[src/rtl/attn_pkg.sv]
// Shared types and helpers for the attention weighted-sum stage.
// Holds the controller state encoding, default lane widths, the rounding
// bias used before the fixed-point shift, and the lane clamp helper.
package attn_pkg;

    typedef enum logic [1:0] {
        IDLE   = 2'd0,
        ACCUM  = 2'd1,
        OUTPUT = 2'd2
    } wsum_state_t;

    localparam int unsigned DEF_DATA_W = 16;
    localparam int unsigned DEF_PROB_W = 16;

    // Half an LSB of the Q0.prob_w scale: adding it before the arithmetic
    // shift rounds half toward +inf.
    function automatic logic signed [63:0] round_bias(input int unsigned prob_w);
        return 64'sd1 <<< (prob_w - 1);
    endfunction

    // Clamp a sign-extended value into the signed data_w range.
    function automatic logic signed [63:0] saturate(input logic signed [63:0] r,
                                                    input int unsigned       data_w);
        logic signed [63:0] hi;
        logic signed [63:0] lo;
        hi = (64'sd1 <<< (data_w - 1)) - 64'sd1;
        lo = -(64'sd1 <<< (data_w - 1));
        if (r > hi) begin
            return hi;
        end
        if (r < lo) begin
            return lo;
        end
        return r;
    endfunction

endpackage

[src/rtl/wsum_lane.sv]
// One value lane of the weighted sum: signed x unsigned MAC with
// clear/load/accumulate controls, plus round and width reduction of the
// final sum into a registered result.
// Config: ATTN_WSUM_SAT_EN clamps the reduced result and reports clamping;
// without it the result wraps and sat is held low.
module wsum_lane
    import attn_pkg::*;
#(
    parameter int unsigned DATA_W = DEF_DATA_W,
    parameter int unsigned PROB_W = DEF_PROB_W,
    parameter int unsigned ACC_W  = DEF_DATA_W + DEF_PROB_W + 8
) (
    input  logic                     clk,
    input  logic                     rst_n,
    input  logic                     clear,
    input  logic                     load,
    input  logic                     accum,
    input  logic                     capture,
    input  logic signed [DATA_W-1:0] v,
    input  logic        [PROB_W-1:0] p,
    output logic        [DATA_W-1:0] res,
    output logic                     sat
);

    localparam logic signed [ACC_W-1:0] RND = ACC_W'(round_bias(PROB_W));

    logic signed [ACC_W-1:0]  acc;
    logic signed [ACC_W-1:0]  prod;
    logic signed [ACC_W-1:0]  final_sum;
    logic        [DATA_W-1:0] res_nxt;
    logic                     sat_nxt;

    // Probability is zero-extended so the multiply stays signed.
    assign prod      = ACC_W'(v) * ACC_W'($signed({1'b0, p}));
    assign final_sum = load ? prod : acc + prod;

`ifdef ATTN_WSUM_SAT_EN
    localparam int unsigned RES_W = ACC_W - PROB_W;

    logic signed [RES_W-1:0] r;
    logic signed [63:0]      r_ext;
    logic signed [63:0]      clamped;

    // Round, then clamp into the output range and flag any clamping.
    always_comb begin
        r       = RES_W'((final_sum + RND) >>> PROB_W);
        r_ext   = 64'(r);
        clamped = saturate(r_ext, DATA_W);
        res_nxt = DATA_W'(clamped);
        sat_nxt = (clamped != r_ext);
    end

    // Saturation indicator captured alongside the result.
    always_ff @(posedge clk or negedge rst_n) begin
        if (!rst_n) begin
            sat <= 1'b0;
        end else if (capture) begin
            sat <= sat_nxt;
        end
    end
`else
    // Round, then keep the low DATA_W bits (wrap).
    always_comb begin
        res_nxt = DATA_W'((final_sum + RND) >>> PROB_W);
        sat_nxt = 1'b0;
    end

    assign sat = sat_nxt;
`endif

    // Accumulator: clear after handoff, load on first key, add afterwards.
    always_ff @(posedge clk or negedge rst_n) begin
        if (!rst_n) begin
            acc <= '0;
        end else if (clear) begin
            acc <= '0;
        end else if (load) begin
            acc <= prod;
        end else if (accum) begin
            acc <= final_sum;
        end
    end

    // Result register, loaded from the final sum on the terminating beat.
    always_ff @(posedge clk or negedge rst_n) begin
        if (!rst_n) begin
            res <= '0;
        end else if (capture) begin
            res <= res_nxt;
        end
    end

endmodule

[src/rtl/attn_weighted_sum.sv]
// Attention weighted sum: out[d] = sum_k p_k * v_k[d] over one head,
// rounded from Q0.PROB_W scaling and reduced to DATA_W per lane.
// Holds the head FSM, beat counter, valid/ready handshakes and flags.
// Config: define ATTN_WSUM_SAT_EN for saturating lanes with sat_flag;
// default build wraps and keeps sat_flag low.
module attn_weighted_sum
    import attn_pkg::*;
#(
    parameter int unsigned DIM     = 4,
    parameter int unsigned DATA_W  = DEF_DATA_W,
    parameter int unsigned PROB_W  = DEF_PROB_W,
    parameter int unsigned SEQ_LEN = 128
) (
    input  logic                  clk,
    input  logic                  rst_n,
    input  logic                  in_valid,
    output logic                  in_ready,
    input  logic [PROB_W-1:0]     in_prob,
    input  logic [DIM*DATA_W-1:0] in_v,
    input  logic                  in_last,
    output logic                  out_valid,
    input  logic                  out_ready,
    output logic [DIM*DATA_W-1:0] out_data,
    output logic                  sat_flag,
    output logic                  len_err
);

    localparam int unsigned ACC_W = DATA_W + PROB_W + $clog2(SEQ_LEN) + 1;
    localparam int unsigned CNT_W = $clog2(SEQ_LEN) + 1;

    wsum_state_t      state;
    wsum_state_t      state_nxt;
    logic [CNT_W-1:0] cnt;
    logic [CNT_W-1:0] cnt_inc;
    logic             term_hit;
    logic             lane_clear;
    logic             lane_load;
    logic             lane_accum;
    logic             lane_capture;
    logic [DIM-1:0]   lane_sat;

    assign cnt_inc   = cnt + CNT_W'(1);
    assign term_hit  = in_last || (cnt_inc == CNT_W'(SEQ_LEN));
    assign out_valid = (state == OUTPUT);
    assign sat_flag  = |lane_sat;

    // State register.
    always_ff @(posedge clk or negedge rst_n) begin
        if (!rst_n) begin
            state <= IDLE;
        end else begin
            state <= state_nxt;
        end
    end

    // Next state and lane controls from the handshake inputs.
    always_comb begin
        state_nxt    = state;
        in_ready     = 1'b0;
        lane_clear   = 1'b0;
        lane_load    = 1'b0;
        lane_accum   = 1'b0;
        lane_capture = 1'b0;
        unique case (state)
            IDLE: begin
                in_ready = 1'b1;
                if (in_valid) begin
                    lane_load = 1'b1;
                    if (term_hit) begin
                        lane_capture = 1'b1;
                        state_nxt    = OUTPUT;
                    end else begin
                        state_nxt = ACCUM;
                    end
                end
            end
            ACCUM: begin
                in_ready = 1'b1;
                if (in_valid) begin
                    lane_accum = 1'b1;
                    if (term_hit) begin
                        lane_capture = 1'b1;
                        state_nxt    = OUTPUT;
                    end
                end
            end
            OUTPUT: begin
                if (out_ready) begin
                    lane_clear = 1'b1;
                    state_nxt  = IDLE;
                end
            end
            default: begin
                state_nxt = IDLE;
            end
        endcase
    end

    // Beats accepted in the current head.
    always_ff @(posedge clk or negedge rst_n) begin
        if (!rst_n) begin
            cnt <= '0;
        end else if (lane_clear) begin
            cnt <= '0;
        end else if (lane_load) begin
            cnt <= CNT_W'(1);
        end else if (lane_accum) begin
            cnt <= cnt_inc;
        end
    end

    // Length error pulses with out_valid when the head ran out of slots.
    always_ff @(posedge clk or negedge rst_n) begin
        if (!rst_n) begin
            len_err <= 1'b0;
        end else begin
            len_err <= lane_capture && !in_last;
        end
    end

    for (genvar d = 0; d < DIM; d++) begin : g_lane
        wsum_lane #(
            .DATA_W (DATA_W),
            .PROB_W (PROB_W),
            .ACC_W  (ACC_W)
        ) u_lane (
            .clk     (clk),
            .rst_n   (rst_n),
            .clear   (lane_clear),
            .load    (lane_load),
            .accum   (lane_accum),
            .capture (lane_capture),
            .v       (in_v[d*DATA_W +: DATA_W]),
            .p       (in_prob),
            .res     (out_data[d*DATA_W +: DATA_W]),
            .sat     (lane_sat[d])
        );
    end

endmodule

[config.mk]
export PLATFORM = sky130hd
export DESIGN_NAME = attn_weighted_sum
export DESIGN_NICKNAME = d
export VERILOG_FILES = /design/src/rtl/attn_pkg.sv /design/src/rtl/wsum_lane.sv /design/src/rtl/attn_weighted_sum.sv
export SDC_FILE = /design/constraint.sdc
export NUM_CORES = 2
export LEC_CHECK = 0
export BUFFER_PORTS_ARGS = -buffer_cell sky130_fd_sc_hd__buf_2
export CORE_MARGIN = 5
export CORE_UTILIZATION = 65
export DETAILED_ROUTE_END_ITERATION = 10
export PLACE_DENSITY = 0.83
export SLEW_MARGIN = 10
export SYNTH_ARGS = -nofsm -noshare
export SYNTH_HDL_FRONTEND = slang
export SYNTH_SLANG_ARGS = --single-unit
[constraint.sdc]
create_clock -name clk -period 6.7 [get_ports clk]
set_input_delay 0.335 -clock clk [delete_from_list [all_inputs] [get_ports clk]]
set_output_delay 0.335 -clock clk [all_outputs]
set_load 0.01 [all_outputs]
==> run_results.csv <==
group,metric,value,unit
run_status,status,"complete, but fails checks",
run_status,violations,"DRC, setup timing",
yosys,muxShareOfSynthArea,1.33,%
grt,grt_pass1_vias,55971,
route,num_vias,56975,
route,vias_per_cell,6.57,
sta,period_minus_slack,8.35,ns
place,dpl.cell_count,8392,
clocking,clk_latency,0.56,ns
floorplan,die_w,296,um
layout,nFillCells,3420,
yosys,syn_nets,7800,
route,routed_wl,217,mm
yosys,yosys_register_bits,203,
floorplan,start_util,65.7,%
sta,hold_violations,0,
setup_path,end_kind,"flop",
sta,slew_viol_final,0,
setup_path,r2r_cells,16,
setup_path,arrival,8.75,ns
yosys,ys.flop_type,"dfrtp_1",
clocking,clk_root_buffer_cell,"clkbuf_16",
floorplan,top_level_ports,153,
place,dpl_cell_area,64400,um^2
hold_path,holdPathStages,2,
setup_path,startpoint_type,"primary input",
yosys,async_reset_ff_share,100,%
sta,setup_ws,-1.65,ns
grt,track_usage,42.1,%
sta,rsz0062_at_grt,"true",
setup_path,crit_type,"in -> reg",
grt,grt_remaining_overflow,0,
setup_path,critPathSlowestCell,"fa_2",
layout,fin_nets,9048,
setup_path,cp.required,7.10,ns
layout,final_cell_mix,"1221 x buf_4, 959 x inv_1, 828 x nand2_1",
setup_path,max_stage_delay,0.59,ns
yosys,synth_area,53000,um^2
yosys,synth_top_family_by_area,"adder cells",
floorplan,die-area,87400,um^2
floorplan,die_y,296,um
grt,grt_max_degree,122,
layout,final_common_cell,"buf_4",
place,dpl.hpwl,138,mm
run,maxCapViolCount,0,
route,drc,2,
layout,drive_gt1_share,32.0,%
clocking,clk_pin_slew,0.06,ns
yosys,synthAdderAreaFrac,43.6,%
yosys,synth_warnings,0,
layout,areaGrowthSynthToFinish,35.5,%
clocking,htree_levels,1,
grt,grt_pass1_wl,294,mm
sta,post-route-period-util,125,%
sta,setup_viol,131,
sta,fmax,0.120,GHz
floorplan,coreArea,80700,um^2
sta,finClkSkew,0.0155,ns
yosys,synth_compound_area_share,13.1,%
grt,antenna_found_initial,14,
clocking,tritoncts,"yes",
yosys,yosys.area_share.xor_xnor,4.17,%
yosys,synth_simple_gate_area_share,18.7,%
route,antenna_left,0,
route,avgRoutedWirePerCell,25.0,um
clocking,clock_path_buffers,3,
layout,finalNonFillerCells,8674,
place,place.gp.congestion,0.983,
clocking,cts_sinks,203,
yosys,yosys.cell_types.count,102,
layout,fin_util,89.1,%
clocking,cts_buffers,24,
layout,final_area,71800,um^2
route,drt-pass1-iter-count,11,
yosys,post_synth.cell_area_avg,8.37,um^2
route,drt_iter0_drc,8061,
setup_path,path_max_fanout,6,
yosys,synth_cells,6334,
sta,finalSetupTns,-118.47,ns
floorplan,rows,104,
yosys,synth_edf_count,0,
place,io_buffers,151,
sta,relSlewSlack,26.1,%
sta,worst_slew_pin_slew,1.11,ns
hold_path,holdCritPathClass,"in -> reg",
yosys,yosysSeqAreaShare,9.58,%
layout make-up:
class / count / area [um^2] / area share (%)
multi-input combinational: 4800 / 48300 / 67.2
timing repair buffer: 1535 / 12500 / 17.4
sequential: 203 / 5080 / 7.07
inverter: 1018 / 3830 / 5.33
tap: 1060 / 1330 / 1.85
clock buffer: 29 / 651 / 0.906
clock inverter: 15 / 181 / 0.253
antenna: 14 / 35.0 / 0.0488
metal layers:
layer	part of all wire [%]	track usage [%]	vias to the layer above
met5	0	0	-
met4	8.2	16.6	0
met3	14	11.1	1751
met2	43	65.5	5206
met1	34	56.8	27123
li1	-	-	22895
path summary, 6_finish.rpt:
path	start	endpoint	slack [ns]
worst max-delay path	in_prob[7]	g_lane[0].u_lane.res[12]$_DFFE_PN0P_	-1.65
worst min-delay path	in_valid	state[0]$_DFFE_PN0P_	0.14
worst max register to register	g_lane[3].u_lane.acc[0]$_DFFE_PN0P_	g_lane[3].u_lane.res[9]$_DFFE_PN0P_	2.10
worst min register to register	g_lane[2].u_lane.res[0]$_DFFE_PN0P_	g_lane[2].u_lane.res[0]$_DFFE_PN0P_	0.48
max in group asynchronous	rst_n	g_lane[0].u_lane.acc[23]$_DFFE_PN0P_	4.82
min in group asynchronous	rst_n	g_lane[1].u_lane.res[8]$_DFFE_PN0P_	0.51
cells in the mapped netlist (93+ instances only):
cell / number / share of area (%)
nand2_1: 884 / 6.3
nor2_1: 238 / 1.7
o21ai_0: 284 / 2.7
xnor2_1: 155 / 2.6
a21oi_1: 254 / 2.4
ha_1: 601 / 14
fa_1: 780 / 29
clkbuf_1: 292 / 2.1
dfrtp_1: 203 / 9.6
and2_1: 502 / 5.9
xor2_1: 93 / 1.5
inv_1: 1013 / 7.2
cell families (layout without fill, tap and decap cells):
| kind of cell | after synthesis | after routing |
|---|---|---|
| AOI/OAI and AO/OA | 1068 | 1068 |
| xor gates and xnor gates | 250 | 250 |
| adders and majority gates | 1381 | 1381 |
| buffers and inverters | 1331 | 2597 |
| DFF | 203 | 203 |
| muxes | 68 | 68 |
| other | 1 | 15 |
| and+or+nand+nor | 2032 | 2032 |
registers in the layout, summed over array words and instances (netlist names):
name / flops
g_lane.u_lane.acc: 128
state: 2
len_err: 1
cnt: 8
g_lane.u_lane.res: 64
per-stage QoR:
stage | hold slack, ns | setup slack, ns
6_report | 0.143 | -1.65
5_1_grt | 0.117 | -1.82
4_1_cts | 0.0868 | -1.14
3_5_place_dp | 0.458 | -2.02
3_3_place_gp | 0.457 | -1.93
2_1_floorplan | 0.0394 | -1.21
critical path, delay by kind of cell:
family          cells  cell delay [ns]
xor+xnor            1             0.25
buf+inv            12             1.32
fa+ha+maj           8             3.70
compound gates      7             1.24
simple gates       10             1.86
repair_timing:
action / CTS / global route
resized for setup: 554 / 418
endpoints found under the setup margin: 129 / 134
hold endpoints to repair: 91 / 0
pin swaps: 214 / 315
hold buffers: 3 / 0
gates cloned: 8 / 4
setup buffers: 127 / 103
Power is not shown: default switching activity piles up to over one toggle a cycle in this logic, so the estimate is an artifact.
